File: src/rtl/cvxif_copro_responder.sv
// CV-X-IF coprocessor responder: custom-0 ADD / MADD / NOP with an in-order result buffer.
// The optional EXC op (funct3=011) is compiled only when CVXIF_COPRO_EXC_EN is defined.

package cvxif_pkg;
  localparam int XLEN       = 32;
  localparam int X_ID_WIDTH = 4;
  localparam int X_NUM_RS   = 2;

  typedef struct packed {
    logic [31:0]                     instr;
    logic [1:0]                      mode;
    logic [X_ID_WIDTH-1:0]           id;
    logic [X_NUM_RS-1:0][XLEN-1:0]   rs;
    logic [X_NUM_RS-1:0]             rs_valid;
  } x_issue_req_t;

  typedef struct packed {
    logic accept;
    logic writeback;
    logic dualwrite;
    logic dualread;
    logic loadstore;
    logic exc;
  } x_issue_resp_t;

  typedef struct packed {
    logic [X_ID_WIDTH-1:0] id;
    logic                  x_commit_kill;
  } x_commit_t;

  typedef struct packed {
    logic [X_ID_WIDTH-1:0] id;
    logic [XLEN-1:0]       addr;
    logic [1:0]            mode;
    logic                  we;
    logic [1:0]            size;
    logic [XLEN-1:0]       wdata;
  } x_mem_req_t;

  typedef struct packed {
    logic       exc;
    logic [5:0] exccode;
  } x_mem_resp_t;

  typedef struct packed {
    logic [X_ID_WIDTH-1:0] id;
    logic [XLEN-1:0]       data;
    logic                  we;
    logic                  exc;
    logic [5:0]            exccode;
  } x_result_t;

  typedef struct packed {
    logic         x_issue_valid;
    x_issue_req_t x_issue_req;
    logic         x_commit_valid;
    x_commit_t    x_commit;
    logic         x_mem_ready;
    x_mem_resp_t  x_mem_resp;
    logic         x_result_ready;
  } cvxif_req_t;

  typedef struct packed {
    logic          x_issue_ready;
    x_issue_resp_t x_issue_resp;
    logic          x_mem_valid;
    x_mem_req_t    x_mem_req;
    logic          x_result_valid;
    x_result_t     x_result;
  } cvxif_resp_t;
endpackage

module cvxif_copro_responder
  import cvxif_pkg::*;
#(
  parameter int unsigned DEPTH      = 4,
  parameter int unsigned MC_LATENCY = 4
) (
  input  logic                   clk_i,
  input  logic                   rst_ni,
  input  cvxif_pkg::cvxif_req_t  cvxif_req_i,
  output cvxif_pkg::cvxif_resp_t cvxif_resp_o
);

  localparam int PW = $clog2(DEPTH);
  localparam int CW = $clog2(MC_LATENCY);
  localparam logic [6:0] OPC_CUSTOM0     = 7'b0001011;
  localparam logic [5:0] EXCCODE_ILLEGAL = 6'd2;

  typedef enum logic {IDLE, BUSY} state_e;

  x_issue_req_t          ireq;
  logic [2:0]            funct3;
  logic                  op_legal, op_mc, res_we, res_exc, accept;
  logic [XLEN-1:0]       res_data;

  state_e                state_q, state_d;
  logic [CW-1:0]         cnt_q, cnt_d;
  logic [X_ID_WIDTH-1:0] busy_id_q;
  logic [XLEN-1:0]       busy_a_q, busy_b_q;
  logic                  mc_push;

  logic [PW:0]           count_q, count_d, wr_idx;
  x_result_t             fifo_q [DEPTH];
  x_result_t             fifo_d [DEPTH];
  x_result_t             push_entry;
  logic                  issue_ready, issue_fire, push, pop, head_valid;
  logic                  kill, busy_kill;
  logic [X_ID_WIDTH-1:0] kill_id;

  assign ireq   = cvxif_req_i.x_issue_req;
  assign funct3 = ireq.instr[14:12];

  // NOTE: every always_comb output gets a default first, so no path can infer a latch.
  always_comb begin
    op_legal = 1'b0;
    op_mc    = 1'b0;
    res_we   = 1'b0;
    res_exc  = 1'b0;
    res_data = '0;
    if (ireq.instr[6:0] == OPC_CUSTOM0 && ireq.instr[31:25] == 7'd0) begin
      case (funct3)
        3'b000: begin
          op_legal = (ireq.rs_valid == 2'b11);
          res_we   = 1'b1;
          res_data = ireq.rs[0] + ireq.rs[1];
        end
        3'b001: begin
          op_legal = (ireq.rs_valid == 2'b11);
          op_mc    = 1'b1;
          res_we   = 1'b1;
        end
        3'b010: op_legal = 1'b1;
`ifdef CVXIF_COPRO_EXC_EN
        3'b011: begin
          op_legal = 1'b1;
          res_exc  = 1'b1;
        end
`endif
        default: op_legal = 1'b0;
      endcase
    end
    accept = op_legal;
  end

  assign issue_ready = rst_ni && (state_q == IDLE) && (count_q < (PW+1)'(DEPTH));
  assign issue_fire  = cvxif_req_i.x_issue_valid && issue_ready && accept;

  assign kill      = cvxif_req_i.x_commit_valid && cvxif_req_i.x_commit.x_commit_kill;
  assign kill_id   = cvxif_req_i.x_commit.id;
  assign busy_kill = kill && (state_q == BUSY) && (kill_id == busy_id_q);

  always_comb begin
    state_d = state_q;
    cnt_d   = cnt_q;
    mc_push = 1'b0;
    case (state_q)
      IDLE: if (issue_fire && op_mc) begin
        state_d = BUSY;
        cnt_d   = CW'(MC_LATENCY - 1);
      end
      BUSY: begin
        if (busy_kill) begin
          state_d = IDLE;
          cnt_d   = '0;
        end else if (cnt_q == '0) begin
          mc_push = 1'b1;
          state_d = IDLE;
        end else begin
          cnt_d = cnt_q - CW'(1);
        end
      end
      default: state_d = IDLE;
    endcase
  end

  // NOTE: sequential state uses non-blocking assignments only; reset is asynchronous.
  always_ff @(posedge clk_i or negedge rst_ni) begin
    if (!rst_ni) begin
      state_q <= IDLE;
      cnt_q   <= '0;
      count_q <= '0;
    end else begin
      state_q <= state_d;
      cnt_q   <= cnt_d;
      count_q <= count_d;
    end
  end

  // Operand latches only matter while BUSY, which reset already clears.
  always_ff @(posedge clk_i) begin
    if (issue_fire && op_mc) begin
      busy_id_q <= ireq.id;
      busy_a_q  <= ireq.rs[0];
      busy_b_q  <= ireq.rs[1];
    end
  end

  always_comb begin
    if (mc_push) begin
      push_entry = '{id: busy_id_q, data: busy_a_q + busy_b_q + busy_a_q,
                     we: 1'b1, exc: 1'b0, exccode: 6'd0};
    end else begin
      push_entry = '{id: ireq.id, data: res_data, we: res_we, exc: res_exc,
                     exccode: res_exc ? EXCCODE_ILLEGAL : 6'd0};
    end
  end

  assign push       = mc_push || (issue_fire && !op_mc);
  assign head_valid = (count_q != '0);
  assign pop        = head_valid && cvxif_req_i.x_result_ready;

  // Compacting buffer: slot 0 is the head; pops and kills close the gap in issue order.
  always_comb begin
    fifo_d = fifo_q;
    wr_idx = '0;
    for (int i = 0; i < DEPTH; i++) begin
      if (((PW+1)'(i) < count_q) && !(pop && i == 0) &&
          !(kill && fifo_q[i].id == kill_id)) begin
        fifo_d[wr_idx[PW-1:0]] = fifo_q[i];
        wr_idx                 = wr_idx + (PW+1)'(1);
      end
    end
    if (push) fifo_d[wr_idx[PW-1:0]] = push_entry;
    count_d = wr_idx + (PW+1)'(push);
  end

  // NOTE: buffer storage is not reset; count_q alone decides which slots are live.
  always_ff @(posedge clk_i) begin
    fifo_q <= fifo_d;
  end

  always_comb begin
    cvxif_resp_o                        = '0;
    cvxif_resp_o.x_issue_ready          = issue_ready;
    cvxif_resp_o.x_issue_resp.accept    = rst_ni && accept;
    cvxif_resp_o.x_issue_resp.writeback = rst_ni && accept && res_we;
    cvxif_resp_o.x_issue_resp.exc       = rst_ni && accept && res_exc;
    cvxif_resp_o.x_result_valid         = head_valid;
    if (head_valid) cvxif_resp_o.x_result = fifo_q[0];
  end

  logic unused_ok;
  assign unused_ok = ^{ireq.mode, ireq.instr[24:15], ireq.instr[11:7],
                       cvxif_req_i.x_mem_ready, cvxif_req_i.x_mem_resp};

endmodule

File: config.mk
export PLATFORM = sky130hd
export DESIGN_NAME = cvxif_copro_responder
export DESIGN_NICKNAME = d
export VERILOG_FILES = /design/src/rtl/cvxif_copro_responder.sv
export SDC_FILE = /design/constraint.sdc
export NUM_CORES = 1
export LEC_CHECK = 0
export ABC_AREA = 1
export BUFFER_PORTS_ARGS = -buffer_cell sky130_fd_sc_hd__buf_2
export CORE_MARGIN = 2
export CORE_UTILIZATION = 28
export DETAILED_ROUTE_END_ITERATION = 6
export PLACE_DENSITY_LB_ADDON = 0.25
export SLEW_MARGIN = 20
export SYNTH_ARGS = -nofsm -noshare
export SYNTH_HDL_FRONTEND = slang
export SYNTH_SLANG_ARGS = --single-unit
File: constraint.sdc
create_clock -name clk_i -period 14.3 [get_ports clk_i]
set_input_delay 2.145 -clock clk_i [delete_from_list [all_inputs] [get_ports clk_i]]
set_output_delay 2.145 -clock clk_i [all_outputs]
set_load 0.03 [all_outputs]
# == Word level (Yosys, flattened, before mapping) ==
# Index checks and enable logic that the tools add are counted.
# totals
reg_bits,250
latchBits,0
mem_bits_rw,0
romBits,0
inputBits,122
output_inout_bits,126
word_cells,143
mem_count,0
# op_classes
addsub,8
n_mul,0
n_div,0
n_lt_le_gt_ge,13
n_eq_ne,11
shift,0
muxes,41
bitwise,5
reduce_logical,39
# op_table
cell,n
$bwmux 176,4
$mux 176,4
$demux 44 s2,4
$mux 44,6
$add 32x32->32,3
$mux 32,2
$logic_and 1x1->1,26
$eq 4x4->1,5
$ge 3x3->1 const B,4
$lt 3x1->1 const B,4
$mux 1,12
$not 2->3,4
$add 3x1->3 const B,3
$mux 3,3
$eq 7x4->1 const B,1
$logic_not 7->1,1
$logic_not 1->1,6
$lt 1x3->1 const A,2
$lt 2x3->1 const A,2
$mux 2,3
$pmux 1 s2,2
$pmux 2 s2,1
$add 3x1->3,1
$eq 3x1->1 const B,1
other kinds (13),13

# == Depth between registers and ports, before layout ==
# Gate-level depths: netlist of run 1.
# logic_depth
depth_word,19
mapped_depth,24
mapped_depth_nobuf,20

# == Worst setup path before layout of run 1 ==
# OpenSTA, ideal clock, no wires.
# synth_path
kind,input port to flip-flop
from,in cvxif_req_i[100] (netlist name)
to,reg busy_a_q[0] (enable)
setup_ns,0.657
t_arrival_ns,8.995
required_time_ns,13.643
setup_slack_ns,4.648
cell_stages,5
path_buffers,0
path_cell_list,nor2_1 -> nand3_1 -> o21ai_0 -> nand3_1 -> nor4_1
# synth_between
elab_chain_len,6
# synth_lines
element,line,rtl
start: declaration,81,"input cvxif_pkg::cvxif_req_t cvxif_req_i,"
$eq 3x1->1 or $logic_not 3->1 (tied branches),122,case (funct3)
$reduce_or 2->1 (no source line),n/a,
$pmux 1 s2,122,
$mux 1,121,if (ireq.instr[6:0] == OPC_CUSTOM0 && ireq.instr[31:25] == 7'd0) begin
$logic_and 1x1->1,147,assign issue_fire = cvxif_req_i.x_issue_valid && issue_ready && accept;
$logic_and 1x1->1 (*),192,if (issue_fire && op_mc) begin
end signal: assignment,194,busy_a_q <= ireq.rs[0];
end: declaration,100,"logic [XLEN-1:0] busy_a_q, busy_b_q;"
# Every way passes the cells marked *; elsewhere a longest branch is shown, timed or not.
# A chain may end at the register's enable or synchronous reset.

==> results, run 1 <==
- The proportion of register bits with asynchronous set or reset after synthesis is 0.0241.
- The count of pins on the block boundary is 248.
- In this run the deepest clock path goes through 3 buffers.
- The worst hold path belongs to the class flip-flop to flip-flop.
- The number of vias after detailed routing is 17849.
- For the worst setup path, the data required time is 14.79 ns.
- The measured slew at the worst slew-check pin is 1.08 ns.
- The number of levels in the clock H-tree is 1.
- Summed over all nets, wire length on met2 after detailed routing comes to 28000 um.
- The clock reaches the later pin of the worst-skew pair after 0.59 ns.
- By area the synthesized netlist is led by nand2_1, dfxtp_1, edfxtp_1.
- Of the total power, registers draw 0.427.
- The number of filler cells placed in the layout is 7488.
- Along the worst path, the maximum fanout reaches 79.
- Setup violations remaining at the end of the flow were counted as 0.
- The DRC violation total after the first TritonRoute iteration is 1191.
- The detailed-route wire length is 60500 um.
- Clock tree synthesis found a total of 249 sinks.
- The aggregate global routing overflow is 0.
- The routed wire length per instance is 15.1 um.
- Once detail routing completed, the nets flagged for antenna violations numbered 0.
- Counting flops with a built-in enable in the synthesized netlist gives 67.
- The number of synthesized register bits is 249.
- The switching part of the total power is 0.262.
- Setup repair after global routing left no endpoint under its margin.
- The total routing resource utilization after global routing is 0.175.
- The maximum clock frequency is 0.156 GHz.
- In the final timing run, aggregate negative setup slack is 0 ns.
- The proportion of synthesized chip area in sequential cells is 0.307.
- The flow ran to the end, and the final reports show no timing, DRC or antenna violations.
- Clock-pin slew was measured on the worst setup and hold paths at 0.06 ns.
- The cell leakage power is 10.5 nW.
- The cell count after synthesis came out at 3041.
- In this run the core area contains 94 standard-cell rows.
- Internal power comes to 0.00125 W.
- The total iterations of the first detailed-routing run is 6.
- Entering global routing, the biggest net connects 89 pins.
- The switching power of the nets is 0.000443 W.
- The core box area is 65600 sq um.
- The DRC violations left is 0.
- The initial utilization of the core area, before any placement, comes to 0.282.
- In this run, distinct cell masters in the synthesized netlist total 46.
- Clock tree synthesis inserted a total of 29 buffers.
- The worst setup margin is 7.88 ns.
- The length of routed met3 wiring is 2640 um.
- The data arrival at the endpoint of the critical path is 6.91 ns.
- The number of global-route vias before repair is 16553.
- In this run the tool buffered the top-level ports with 144 buffer cells.
- The combinational cell fraction of total power is 0.092.
- Before CTS, the worst setup slack after placement is 7.23 ns.
- The share of total power dissipated in the clock network is 0.481.
- After detailed routing, no signal wire sits above met4.
- The cell chosen for the clock root is clkbuf_16.
- For this run, the post-layout net count is 3314.
- The final critical path time including I/O delays and setup is 6.42 ns.
- The tool flagged a number of max-cap violations equal to 0.
- The share of synthesized area in the top cell type comes to 0.217.
- The ratio of cells with drive above 1 in the final layout is 0.0856.
- Yosys instantiated no cell more often than nand2_1.
- The die covers 68200 sq um.
- The dominant cell type by area after synthesis is nand2_1.
- For this block, wires on met1 add up to 28600 um.
- The number of antenna diodes in the final layout is 0.
- The final-report hold violation count came to 0.
- For the final database, setup skew stands at 0.0150 ns.
- In the routed layout, each cell is associated on average with a via count of 4.45.
- The post-cts hold buffer count is 0.
- In this run the tightest slew margin relative to its limit is 0.282.
- Measured along the x axis, the die boundary spans 261 um.
- Gates resized during post-CTS repair numbered 0.
- The warning count from the yosys run is 0.
- The buffer count from post-CTS setup fixing is 0.
- Dividing the synthesized area by the synthesized cell count gives 6.09 sq um.
- The initial antenna violation count is 0.
- The final weighted congestion in routability-driven placement is 0.903.
- Dividing the final minimum period by the clock period gives 0.449.
- From synthesis to final layout, the design area changed by 11.2%.
- The die extent in y is 261 um.
- The first-pass GRT wire length is 92900 um.
- STA classifies the critical path startpoint as a primary input.
- TritonCTS built the clock tree.
- Summing every instance area after synthesis gives 18500 sq um.
- The count of pins over their slew limit came to 0.
- The power per cell area is 82.1 nW/um^2.
- STA classifies the critical path endpoint as a flip-flop.
- The commonest cells after synthesis are nand2_1, inv_1, nor2_1, o21ai_0.
- IR analysis of the VDD net gives a maximum drop of 97.0 uV.
- The utilization after layout is 0.314.
- The most used flip-flop cell after synthesis is dfxtp_1.
- The half-perimeter wire length of the detailed placement result is 42800 um.
- The category of the critical setup timing path is primary input to flip-flop.
-- path summary, 6_finish.rpt --
| kind | from | endpoint | slack (ns) | cells past startpoint |
|---|---|---|---|---|
| min in group asynchronous | rst_ni | cnt_q[1]$_DFFE_PN0P_ | 1.38 | 1 |
| max in group asynchronous | rst_ni | count_q[0]$_DFF_PN0_ | 12.75 | 1 |
| worst max-delay path | cvxif_req_i[14] | fifo_q[35]$_DFF_P_ | 7.88 | 21 |
| worst min register to register | fifo_q[5]$_DFF_P_ | fifo_q[5]$_DFF_P_ | 0.50 | 2 |
| worst min-delay path | fifo_q[5]$_DFF_P_ | fifo_q[5]$_DFF_P_ | 0.50 | 2 |
| worst max register to register | count_q[2]$_DFF_PN0_ | fifo_q[35]$_DFF_P_ | 9.13 | 19 |
-- worst max-delay path: stages --
cell and delay [ns]:
buf_2 0.07, nand2_1 0.04, inv_1 0.13, o21ai_0 0.12
nor2_1 0.09, nand3_1 0.07, nand2_1 0.06, buf_4 0.52
inv_1 0.10, ha_1 0.37, nand3_4 0.72, nand2_4 0.38
inv_1 0.09, ha_1 0.29, nand2_1 0.11, nand2_4 0.10
nand3_2 0.09, buf_4 0.59, inv_2 0.50, nor2_1 0.20
nor2_1 0.06
-- layer usage --
| metal | up-vias | global-route usage |
|---|---|---|
| met4 | 0 | 0.0414 |
| met3 | 73 | 0.0236 |
| met5 | - | 0 |
| met2 | 343 | 0.298 |
| li1 | 9425 | - |
| met1 | 8008 | 0.233 |
-- layout make-up --
cell class | instances | area, sq um | area share
multi-input cells | 2220 | 10200 | 0.496
flip-flops and latches | 249 | 5690 | 0.276
inverters | 458 | 1720 | 0.0834
well taps | 864 | 1080 | 0.0525
repair buffers | 162 | 856 | 0.0415
clock buffers | 34 | 774 | 0.0376
clock inverters | 20 | 260 | 0.0126
-- power by group through the flow --
stage | Clock [W] | Sequential, W | Combinational, W
floorplan | 0 | 0.000739 | 0.000125
global route | 0.000860 | 0.000723 | 0.000176
global placement | 0 | 0.000739 | 0.000155
CTS | 0.000837 | 0.000723 | 0.000156
finish | 0.000814 | 0.000723 | 0.000155
detailed placement | 0 | 0.000739 | 0.000155
-- stage by stage --
stage,hold WS (ns),instances,cell area (sq um),power (W)
finish,0.498,4007,20600,0.00169
global route,0.524,4007,20600,0.00176
CTS,0.499,4007,20600,0.00172
detailed placement,0.489,3953,19600,0.000894
global placement,0.487,3953,19600,0.000894
floorplan,0.463,3118,18800,0.000864
-- cells by family after synthesis --
family                     Yosys count  share of synthesized area
and+or+nand+nor                   1696                      0.374
other                                1                   0.000202
adders and majority gates           72                     0.0494
AOI/OAI and AO/OA                  348                     0.0979
xor gates and xnor gates            15                    0.00709
DFF                                249                      0.307
muxes                               11                    0.00594
buffers and inverters              649                      0.158
-- placed cells by master (no fill, tap or decap), types with 14 or more instances in the layout --
| cell type | n |
|---|---|
| o21ai_0 | 206 |
| o21ai_1 | 60 |
| dfxtp_1 | 176 |
| buf_2 | 144 |
| nand2_1 | 1069 |
| inv_1 | 447 |
| nand3_1 | 176 |
| nor2_1 | 353 |
| o211ai_1 | 14 |
| clkbuf_16 | 29 |
| a21oi_1 | 55 |
| conb_1 | 78 |
| edfxtp_1 | 67 |
| nand4_1 | 29 |
| buf_4 | 18 |
| ha_1 | 70 |
-- flip-flops by register name (all words and copies together) (netlist names) --
name and count:
busy_id_q 4, busy_a_q 31, count_q 3, state_q 1
fifo_q 176, busy_b_q 32, cnt_q 2
Power figures use the tool's default switching activity.
==> run 2: changes to the inputs <==
Clock period 14.3 ns to 5.6 ns, I/O delays scaled along.
==> results, run 2 (same netlist as run 1, synthesis figures left out) <==
- Tracing the worst setup path back leads to its startpoint at count_q[2]$_DFF_PN0_.
- Entering global routing, the biggest net connects 88 pins.
- For this run, design rule violations remaining after detail routing come to 0.
- Of all nets on the critical path, the largest fanout is 78.
- The post-cts hold buffer count is 0.
- The data arrival at the endpoint of the critical path is 4.43 ns.
- The number of nets in the layout is 3323.
- Gates resized during post-CTS repair numbered 0.
- The first-pass GRT wire length is 94100 um.
- Setup repair after global routing left no endpoint under its margin.
- Leaving out fill and tap cells, the most frequent cells in the layout are nand2_1, inv_1, nor2_1.
- During placement, the flow inserted port buffers numbering 144.
- Dividing total power by cell area gives a power density of 209 nW/um^2.
- The final layout contains routed wiring with a total length of 61000 um.
- The class of the tightest hold or removal check is primary input to async pin.
- The run finished with clean final reports.
- The final critical path time including I/O delays and setup is 3.94 ns.
- The starting density of the core is 0.282.
- The met3 track demand over resource in global routing is 0.0179.
- In this run the critical register-to-register path is captured at fifo_q[115]$_DFF_P_.
- The number of buffers created by CTS is 30.
- TritonCTS built the clock tree.
- Counting cells, the worst reg-to-reg path comes to 15.
- The total negative slack is 0 ns.
- The share of the clock period used by the worst path is 0.703.
- The register containing the most flip-flops in the final layout is fifo_q.
- For this run, the top clock speed supported by timing is 0.254 GHz.
- The worst-case IR drop observed on VDD is 256 uV.
- For this run, global-route usage on met1 was measured as 0.231.
- Final hold analysis gives a worst-case slack of 0.0775 ns.
- The cell leakage power is 10.6 nW.
- The final-report hold violation count came to 0.
- The floorplan step set the die width to 261 um.
- The ratio of cells with drive above 1 in the final layout is 0.0860.
- Clock-pin slew was measured on the worst setup and hold paths at 0.06 ns.
- The die extent in y is 261 um.
- The total iterations of the first detailed-routing run is 6.
- The internal reg-to-reg setup slack is 1.66 ns.
- After routing the design area is 20800 sq um.
- The worst setup path is of the flip-flop to flip-flop kind.
- The met2 usage is 0.306.
- Summing all placed instances gives a cell area of 19700 sq um.
- The DRC violation total after the first TritonRoute iteration is 1187.
- Once detailed placement completed, the half-perimeter wirelength came to 43600 um.
- The count of pins on the block boundary is 248.
- Measured on the finished design, the core utilization comes to 0.316.
- After layout, the worst setup slack is 1.66 ns.
- The number of global-route vias before repair was 16945.
- Headroom to the max-slew limit came out at 0.288.
- The total setup violations reported at the end of the flow is 0.
- At the pin with the least slew margin, the transition time is 1.07 ns.
- The number of levels in the clock H-tree is 1.
- In the global route stage, overall resource usage came out at 0.176.
- After clock tree synthesis, the setup repair step added 0 buffers.
- The initial antenna violation count is 2.
- The number of cell rows is 94.
- The max-cap check violation count is 0.
- The core box area is 65600 sq um.
- The clock passes through at most 3 buffers.
- Global routing finished with a remaining overflow of 0.
- The startpoint identified for the worst register-to-register timing path is count_q[2]$_DFF_PN0_.
- The final weighted congestion in routability-driven placement is 0.895.
- The number of vias per cell after detailed routing is 4.46.
- The clock arrives with 0.0162 ns of skew.
- The number of filler cells placed in the layout is 7495.
- The final antenna-violating net count is 0.
- The cell chosen for the clock root is clkbuf_16.
- In this run the most used layer during global routing was met2.
- The pre-CTS setup slack is 1.10 ns.
- The overall die area is 68200 sq um.
- The number of vias after detailed routing is 17932.
- Relative to the synthesized area, the layout overhead comes to 12.1%.
- For the worst setup path, the data required time is 6.09 ns.
- The count of pins over their slew limit was 0.
- The most common library cell in the layout ignoring fill and taps is nand2_1.
- The later-pin clock latency in the skew report is 0.61 ns.
- The routed wire length per instance is 15.2 um.
- STA classifies the critical path endpoint as a flip-flop.
- The worst setup path is launched from a flip-flop.
- The largest registers in the layout are fifo_q: 176 flops, busy_b_q: 32 flops, busy_a_q: 31 flops.
- The number of sinks driven by the clock tree is 249.
- The flip-flop count of the largest register after layout is 176.
==> run 2: worst max-delay path, stage by stage (launching register included) <==
cell	delay [ns]
dfrtp_1	0.45
inv_1	0.10
nand2_1	0.11
nor2_4	0.10
nor2_1	0.05
nand2_1	0.47
inv_1	0.10
ha_1	0.34
nand3_4	0.11
buf_4	0.70
nand3_2	0.24
nand2_4	0.17
nand3_2	0.37
buf_12	0.34
nor2_1	0.11
nor2_1	0.05
==> run 2: layout make-up <==
class / count / area (sq um) / area share
Sequential cell: 249 / 5690 / 0.274
Inverter: 458 / 1720 / 0.0828
Timing Repair Buffer: 170 / 966 / 0.0465
Antenna cell: 1 / 2.50 / 0.000121
Multi-Input combinational cell: 2220 / 10200 / 0.493
Clock buffer: 51 / 1000 / 0.0482
Tap cell: 864 / 1080 / 0.0521
Clock inverter: 4 / 70.1 / 0.00338
==> run 2: per-layer routing <==
layer  vias to the layer above  routed length [um]  part of all wire
met4                         2                1580             0.026
met3                        86                2490             0.041
li1                       9449                   -                 -
met1                      8043               28300              0.46
met5                         -                  13           0.00021
met2                       352               28600              0.47
==> run 2: worst max-delay path by stage <==
stage | cells after the start | endpoint
floorplan | 4 | busy_a_q[0]$_DFFE_PP_
global placement | 17 | fifo_q[115]$_DFF_P_
detailed placement | 17 | fifo_q[115]$_DFF_P_
CTS | 15 | fifo_q[115]$_DFF_P_
global route | 17 | fifo_q[34]$_DFF_P_
finish | 15 | fifo_q[115]$_DFF_P_
==> run 2: metrics by stage <==
stage	total power, W	std cells
after floorplan	0.00221	3118
after global placement	0.00228	3961
after detailed placement	0.00228	3961
after CTS	0.00441	4016
after global routing	0.00451	4017
final	0.00434	4017
==> run 2: power breakdown <==
group / switching, W / internal, W / leakage [nW]
registers: 0.0000000511 / 0.00185 / 2.10
logic: 0.000283 / 0.000116 / 7.96
clock network: 0.000841 / 0.00126 / 0.528
==> run 3: changes to the inputs <==
Clock period 5.6 ns to 3.3 ns, I/O delays scaled along.
==> results, run 3 (same netlist as run 1, synthesis figures left out) <==
- Counting the buffers created by CTS gives 30.
- The floorplan has 94 rows.
- Setup repair after global routing left no endpoint under its margin.
- The critical path ends at fifo_q[122]$_DFF_P_.
- In this run the static leakage power is 10.9 nW.
- The measured slew at the worst slew-check pin is 0.964 ns.
- The total routing resource utilization after global routing is 0.177.
- The number of vias per cell after detailed routing is 4.48.
- The share of the clock period used by the worst path is 0.917.
- Before CTS, the worst setup slack after placement is -0.0855 ns.
- The most common library cell in the layout ignoring fill and taps is nand2_1.
- The later-pin clock latency in the skew report is 0.60 ns.
- The CTS tree is built.
- The DRC violation total after the first TritonRoute iteration is 1254.
- The total setup violations reported at the end of the flow is 0.
- The category of the critical setup timing path is flip-flop to flip-flop.
- The final-report hold violation count was 0.
- The largest registers in the layout are fifo_q: 176 flops, busy_b_q: 32 flops, busy_a_q: 31 flops.
- The number of global-route vias before repair came to 17085.
- For the worst setup path, the data required time is 3.75 ns.
- Entering global routing, the biggest net connects 68 pins.
- Global routing finished with a remaining overflow of 0.
- For this block, the routed nets add up to 61100 um of wire.
- The max-cap check violation count is 0.
- The register with the most flip-flops in the layout has 176 of them.
- The count of pins over their slew limit is 0.
- Along the worst path, the maximum fanout reaches 17.
- The cell count of the worst reg-to-reg path is 15.
- The first global-routing pass estimated 94600 um of wire.
- After detailed routing, the average wire length per cell comes to 15.0 um.
- The first detailed-routing pass took 5 iterations.
- VDD sags by at most 381 uV.
- Buffers placed on the I/O ports in this run total 144.
- Across all register-to-register paths, the minimum setup slack is 0.27 ns.
- The clock passes through at most 3 buffers.
- The initial antenna violation count came to 1.
- The die covers 68200 sq um.
- The number of levels in the clock H-tree is 1.
- The wire-length estimate of the detail-placed layout is 45100 um.
- The run finished with clean final reports.
- The detail route stage leaves a number of antenna-violating nets equal to 0.
- The design draws 0.00734 W.
- The post-cts sizing count is 0.
- The kind of end point of the critical path is a flip-flop.
- The number of vias after detailed routing is 18211.
- Power spread over the standard cell area amounts to 345 nW/um^2.
- Routability-driven placement finished with a final weighted congestion of 0.900.
- The initial utilization of the core area, before any placement, comes to 0.282.
- The maximum clock frequency is 0.330 GHz.
- At the end of the flow, the number of nets in the layout was 3372.
- The class of the tightest hold or removal check is primary input to flip-flop.
- The data arrival at the endpoint of the critical path is 3.48 ns.
- The register containing the most flip-flops in the final layout is fifo_q.
- The source of the worst register-to-register timing path is fifo_q[128]$_DFF_P_.
- In the post-route analysis, the smallest setup slack over all paths is 0.273 ns.
- The ratio of cells with drive above 1 in the final layout is 0.101.
- Clock-pin slew was measured on the worst setup and hold paths at 0.06 ns.
- The clock net in this run drives a total of 249 sinks.
- The count of pins on the block boundary is 248.
- Walking the worst path, the cells encountered are inv_1 -> nand2_1 -> nand3_1 -> nor2_1 -> a21boi_4 -> ha_1 -> inv_1 -> nand2_4 -> nand2_4 -> inv_1 -> ha_1 -> nand2_1 -> nand2_4 -> nor2_2 -> o21ai_1.
- CTS placed an instance of clkbuf_16 at the clock tree root.
- The worst pin sits at a relative slew slack of 0.357.
- For this run, design rule violations remaining after detail routing come to 0.
- The startpoint of the worst setup timing path is fifo_q[128]$_DFF_P_.
- The floorplan step defined a core boundary enclosing 65600 sq um.
- In this run the vertical extent of the chip is 261 um.
- The top cell types in the final layout, fill and taps aside, are nand2_1, inv_1, nor2_1.
- STA classifies the critical path startpoint as a flip-flop.
- Compared with the post-synthesis result, the final layout area differs by 14.8%.
- The clock arrives with 0.0148 ns of skew.
- The capture instance of the worst register-to-register path is fifo_q[122]$_DFF_P_.
- The horizontal extent of the die is 261 um.
- The largest individual stage delay along the critical path comes from the cell nor2_2.
- For the finished layout, the period the worst path requires is 3.03 ns.
- The longest individual stage delay on the worst path is 0.75 ns.
==> run 3: worst min-delay path by stage <==
stage | start | endpoint | cells after the start
after global routing | cvxif_req_i[17] | busy_a_q[0]$_DFFE_PP_ | 1
final | cvxif_req_i[54] | busy_b_q[5]$_DFFE_PP_ | 1
after CTS | cvxif_req_i[64] | busy_b_q[15]$_DFFE_PP_ | 1
after detailed placement | rst_ni | state_q$_DFF_PN0_ | 1
after global placement | rst_ni | cnt_q[1]$_DFFE_PN0P_ | 1
after floorplan | rst_ni | cnt_q[0]$_DFFE_PN0P_ | 0
==> run 3: metrics by stage <==
stage | std cells | util | TNS [ns] | hold WS [ns] | instance area [sq um]
4_1_cts | 4065 | 0.324 | 0 | 0.0505 | 21300
3_3_place_gp | 4008 | 0.308 | -0.352 | 0.359 | 20200
6_report | 4067 | 0.324 | 0 | 0.0849 | 21300
5_1_grt | 4067 | 0.324 | 0 | 0.0628 | 21300
3_5_place_dp | 4008 | 0.308 | -0.627 | 0.353 | 20200
2_1_floorplan | 3118 | - | -21.72 | 0.199 | 18800
==> run 3: what timing repair did <==
action | 4_1_cts | 5_1_grt
buffers inserted | 0 | 0
setup endpoints to repair | 0 | 21
endpoints found under the hold margin | 6 | 0
hold buffers | 1 | 0
==> run 3: report_power, final <==
part / total, W / internal [W] / leakage [nW] / switching, W
sequential: 0.00313 / 0.00313 / 2.10 / 0.0000000962
clock: 0.00353 / 0.00207 / 0.523 / 0.00146
combinational: 0.000683 / 0.000204 / 8.24 / 0.000480
total: 0.00734 / 0.00541 / 10.9 / 0.00194
==> run 3: critical path, delay by kind of cell, from the launching register on <==
family / cells / cell delay (ns)
AO/OA/AOI/OAI: 2 / 0.26
adder cells (fa/ha/maj): 2 / 0.64
buffers and inverters: 3 / 0.22
flip-flops: 1 / 0.40
AND/OR/NAND/NOR: 8 / 1.37
==> run 3: layout make-up <==
class,count,area [sq um]
Antenna cell,1,2.50
Multi-Input combinational cell,2221,10200
Tap cell,864,1080
Sequential cell,249,5690
Fill cell,7466,44400
Inverter,458,1720
Clock buffer,38,851
Timing Repair Buffer,218,1480
Clock inverter,18,205
==> run 3: per-layer routing <==
layer,vias up,part of all wire,global-route usage
li1,9547,-,-
met1,8217,0.47,0.234
met2,369,0.46,0.305
met3,78,0.044,0.0195
met4,0,0.024,0.0443
met5,-,0,0
